`src/rtl/alu_pwr_pkg.sv`:
```
// Shared state encoding for the ALU power sequencer.
package alu_pwr_pkg;

  localparam int unsigned StateW = 3;

  typedef enum logic [StateW-1:0] {
    StOff   = 3'd0,
    StPwrUp = 3'd1,
    StOn    = 3'd2,
    StDrain = 3'd3,
    StIsoOn = 3'd4
  } pwr_state_e;

endpackage

```
`src/rtl/alu_pwr_timer.sv`:
```
// 8-bit dwell counter: loads a value, counts down to zero, flags done at count==1.
module alu_pwr_timer (
  input  logic       clk,
  input  logic       rst_n,
  input  logic       load,
  input  logic [7:0] load_val,
  output logic       done
);

  logic [7:0] count_q;

  always_ff @(posedge clk) begin
    if (!rst_n) begin
      count_q <= 8'd0;
    end else if (load) begin
      count_q <= load_val;
    end else if (count_q != 8'd0) begin
      count_q <= count_q - 8'd1;
    end
  end

  assign done = (count_q == 8'd1);

endmodule

```
`src/rtl/alu_pwr_seq.sv`:
```
// Power-state sequencer for the gated ALU: orders isolation and power switching,
// wakes on demand and powers down on idle timeout or sleep request.
module alu_pwr_seq
  import alu_pwr_pkg::*;
#(
  parameter int unsigned PWRUP_CYC    = 4,
  parameter int unsigned ISO_CYC      = 2,
  parameter int unsigned IDLE_TIMEOUT = 16
) (
  input  logic              clk,
  input  logic              rst_n,
  input  logic              op_valid,
  output logic              op_ready,
  output logic              alu_start,
  input  logic              alu_busy,
  input  logic              wake_req,
  input  logic              sleep_req,
  output logic              alu_pwr_en,
  output logic              iso_en,
  output logic [StateW-1:0] pwr_state
);

  localparam logic [15:0] IdleMax  = 16'(IDLE_TIMEOUT);
  localparam logic [7:0]  PwrupVal = 8'(PWRUP_CYC);
  localparam logic [7:0]  IsoVal   = 8'(ISO_CYC);

  logic [StateW-1:0] state_q;
  logic              start_q;
  logic [15:0]       idle_q;
  logic              wake_go;
  logic              iso_go;
  logic              idle_hit;
  logic              timer_load;
  logic [7:0]        timer_val;
  logic              timer_done;

  always_comb begin
    op_ready   = (state_q == StOn) & ~alu_busy & ~start_q & ~sleep_req;
    alu_start  = op_valid & op_ready;
    wake_go    = (op_valid | wake_req) & ~sleep_req;
    // start_q covers the gap before the ALU raises busy for a fresh op
    iso_go     = ~alu_busy & ~start_q;
    idle_hit   = (IDLE_TIMEOUT != 0) && (idle_q == IdleMax) && !op_valid;
    timer_load = ((state_q == StOff) && wake_go) ||
                 ((state_q == StDrain) && !wake_go && iso_go);
    timer_val  = (state_q == StOff) ? PwrupVal : IsoVal;
  end

  alu_pwr_timer u_timer (
    .clk      (clk),
    .rst_n    (rst_n),
    .load     (timer_load),
    .load_val (timer_val),
    .done     (timer_done)
  );

  always_ff @(posedge clk) begin
    if (!rst_n) begin
      state_q    <= StOff;
      alu_pwr_en <= 1'b0;
      iso_en     <= 1'b1;
      start_q    <= 1'b0;
      idle_q     <= 16'd0;
    end else begin
      start_q <= alu_start;
      idle_q  <= 16'd0;
      case (state_q)
        StOff: begin
          if (wake_go) begin
            state_q    <= StPwrUp;
            alu_pwr_en <= 1'b1;
          end
        end
        StPwrUp: begin
          if (timer_done) begin
            state_q <= StOn;
            iso_en  <= 1'b0;
          end
        end
        StOn: begin
          if (alu_start | alu_busy | start_q) begin
            idle_q <= 16'd0;
          end else if (idle_q != IdleMax) begin
            idle_q <= idle_q + 16'd1;
          end else begin
            idle_q <= idle_q;
          end
          if (sleep_req | idle_hit) begin
            state_q <= StDrain;
          end
        end
        StDrain: begin
          if (wake_go) begin
            state_q <= StOn;
          end else if (iso_go) begin
            state_q <= StIsoOn;
            iso_en  <= 1'b1;
          end
        end
        StIsoOn: begin
          if (timer_done) begin
            state_q    <= StOff;
            alu_pwr_en <= 1'b0;
          end
        end
        default: begin
          state_q    <= StOff;
          alu_pwr_en <= 1'b0;
          iso_en     <= 1'b1;
        end
      endcase
    end
  end

  assign pwr_state = state_q;

endmodule

```
`config.mk`:
```
export PLATFORM = sky130hd
export DESIGN_NAME = alu_pwr_seq
export DESIGN_NICKNAME = d
export VERILOG_FILES = /design/src/rtl/alu_pwr_pkg.sv /design/src/rtl/alu_pwr_timer.sv /design/src/rtl/alu_pwr_seq.sv
export SDC_FILE = /design/constraint.sdc
export NUM_CORES = 1
export LEC_CHECK = 0
export ABC_AREA = 1
export CAP_MARGIN = 20
export CORE_ASPECT_RATIO = 1.1
export CORE_UTILIZATION = 55
export CTS_CLUSTER_SIZE = 40
export DETAILED_ROUTE_END_ITERATION = 10
export GPL_TIMING_DRIVEN = 0
export PLACE_DENSITY = 0.76
export SYNTH_ARGS = -nofsm -noshare
export SYNTH_HDL_FRONTEND = slang
export SYNTH_SLANG_ARGS = --single-unit
```
`constraint.sdc`:
```
create_clock -name clk -period 2.12 [get_ports clk]
set_clock_uncertainty 0.1 [all_clocks]
set_input_delay 0.53 -clock clk [delete_from_list [all_inputs] [get_ports clk]]
set_output_delay 0.53 -clock clk [all_outputs]
set_load 0.005 [all_outputs]
```
==> impl_metrics.toml <==
[cts]
holdBufCountCts = 0
htree_levels = 2
cts_tree = "built"
clk_latency_ps = 340
clk_path_buf_depth = 2
path_clk_slew_ps = 100
cts_buffers = 5
clock-sinks = 30
cts_root_buf = "clkbuf_4"

[floorplanning]
core_area_um2 = 2880
rows = 20
start_util_pct = 59.7
die_w_um = 55.3
dieArea_um2 = 3350
io_pins = 13
fp.dieH_um = 60.6

[timing]
hold_viol_final = 0
max_freq_mhz = 485
timing.final.crit_share_pct = 97.2
finalCriticalPeriod_ps = 2060
setup_viol = 0
layout_setup_ws_ps = 58.5
maxSlewViolCount = 0
fin_tns_setup_ps = 0
worst_pin_slew_ps = 319
relSlewSlack_pct = 78.7

[placed_design]
placed_area_um2 = 1880
dpl.hpwl_um = 2480
dp_cells = 299
place_congestion = 0.947
pre_cts_slack_ps = -614
numPortBuffers = 12

[critical_path]
max_stage_delay_ps = 340
cp.buffers_inverters = 9
path_delay_family = "buffers and inverters"
cp_max_fo = 2
required_ps = 2290
crit_path_top_delay_cell = "dfxtp_2"
crit_path_cell_trace = "nor2_4 > inv_2 > nor3_4 > nand2_1 > buf_4 > buf_4 > buf_4 > buf_4 > buf_4 > buf_4 > buf_4 > buf_4 > nor2_1"
criticalPathCategory = "flop to flop"
critical_path.endpoint_type = "flop"
cpMostUsedCell = "buf_4"
crit_arrival_ps = 2240
cp-start-kind = "flop"

[synthesis]
synth_adder_area_share_pct = 3.64
yosysSeqAreaShare_pct = 35.0
ys_top_cells_by_area = "dfxtp_1, nand2_1, nor2_1"
synth_nets = 265
syn-cell-area_um2 = 1720
syn_area_per_cell_um2 = 6.76
synth.top_cell.area_share_pct = 35.0
ys_ff_latch = 30
ys_types = 30
syn_inst = 254
yosys.area_share.simple_pct = 39.2
synth_compound_area_share_pct = 11.1
synthMuxAreaShare_pct = 0
synth_top_family_by_area = "simple AND/OR/NAND/NOR gates"
synth_xor_area_share_pct = 1.53
synth_top_area_cell = "dfxtp_1"
synth_warnings = 0

[routing]
post_drt_wl_per_cell_um = 12.3
via_count = 1741
drt.antenna.violating_nets = 0
drc_errors = 0
viasPerCell = 5.20
drtPass1Iterations = 5
drtIter0Drc = 88
wl_um = 4140

[final_layout]
area_growth_pct = 28.6
seqCellArea_um2 = 611
fin_cells = 335
drive_gt1_share_pct = 26.5
multi_input_area_um2 = 1020
diodes = 0
final_util_pct = 76.8
fill_cells = 203
postLayoutCellArea_um2 = 2210
layout.nets = 312

[power_and_ir_drop]
vdd_drop_max_mv = 0.786
power_density_nw_per_um2 = 910
leakage_nw = 1.01

[grt]
grt_first_pass_wirelength_um = 6720
antenna_found_initial = 0
overflow = 0
grtUsageTotal_pct = 25.7
grt_pass1_vias = 1582
grt_max_degree = 11

[status]
outcome = "complete, no violations"

[run]
drv_cap = 0

[min_path]
min_path_type = "flop to flop"
## worst reg2reg max path, stage by stage (launching register included)
cell     delay [ps]
dfxtp_2         340
nor2_4          130
inv_2            70
nor3_4          170
nand2_1         100
buf_4           140
buf_4           120
buf_4           120
buf_4           120
buf_4           120
buf_4           120
buf_4           130
buf_4           130
nor2_1           90
## metrics by stage
step / hold WS, ps / power (mW)
after floorplan: 349 / 1.29
after global placement: 361 / 1.47
after detailed placement: 362 / 1.48
after CTS: 378 / 1.94
after global routing: 402 / 2.17
final: 379 / 2.01
## Yosys cell counts, drive strengths merged
cell type	n
and3	2
nand3	16
nor4	1
buf	1
o21a	2
nor3	8
xor2	2
nand2	54
a31oi	2
nand4	6
inv	40
or2	3
a211oi	2
clkinv	1
a21oi	17
xnor2	1
nor2	49
ha	5
nor3b	1
dfxtp	30
o21ai	10
o211ai	1
## power by group
| part | switching (mW) | leakage (nW) | internal, mW |
|---|---|---|---|
| registers | 0.0715 | 0.246 | 0.650 |
| clock network | 0.215 | 0.0353 | 0.161 |
| logic | 0.518 | 0.726 | 0.395 |
| total | 0.805 | 1.01 | 1.21 |
## path summary, 6_finish.rpt
kind | depth (start not counted) | to | start | slack [ps]
worst max register to register | 13 | start_q | start_q | 60
worst max-delay path | 13 | start_q | start_q | 60
worst min register to register | 2 | idle_q[15] | idle_q[15] | 380
worst min-delay path | 2 | idle_q[15] | idle_q[15] | 380
## registers in the layout, indices dropped and copies added, names as in the netlist
name and cells:
iso_en 1, start_q 1, u_timer.count_q 8, pwr_state 3
alu_pwr_en 1, idle_q 16
## final cells by class
class	count	share of cell area (%)
Multi-Input combinational cell	182	46.0
Sequential cell	30	27.6
Timing Repair Buffer	40	14.3
Inverter	41	6.96
Clock buffer	7	2.49
Tap cell	33	1.87
Buffer	1	0.510
Clock inverter	1	0.227
## cell families after synthesis
family / Yosys count
DFF: 30
adders and majority gates: 5
AOI/OAI and AO/OA: 34
buffers and inverters: 42
and+or+nand+nor: 140
xor gates and xnor gates: 3
## what timing repair did
action | CTS | global route
hold endpoints to repair | 0 | 0
buffers inserted | 26 | 5
pin swaps | 4 | 6
endpoints found under the setup margin | 2 | 21
gates resized for setup | 15 | 17
cloned | 0 | 1
## placed cells by master, fill, tap and decap left out, types with 4 or more instances in the layout
cell,n
a21oi_1,15
buf_4,27
clkbuf_4,5
clkdlybuf4s50_1,8
dfxtp_1,26
ha_1,5
inv_1,35
inv_2,5
nand2_1,46
nand2_2,7
nand3_1,12
nand3_2,4
nand4_1,5
nor2_1,37
nor2_2,7
nor2_4,5
nor3_1,6
o21ai_0,5
o21ai_1,5
## per-layer routing
layer / share of wire [%] / global-route usage (%) / up-vias / wire, µm
met5: 0 / 0 / - / 0
met4: 2.0 / 10.4 / 0 / 84
met3: 4.9 / 6.82 / 8 / 201
met2: 50 / 47.3 / 51 / 2080
met1: 43 / 28.9 / 769 / 1770
li1: - / - / 913 / -
(Power assumes the default switching activity.)
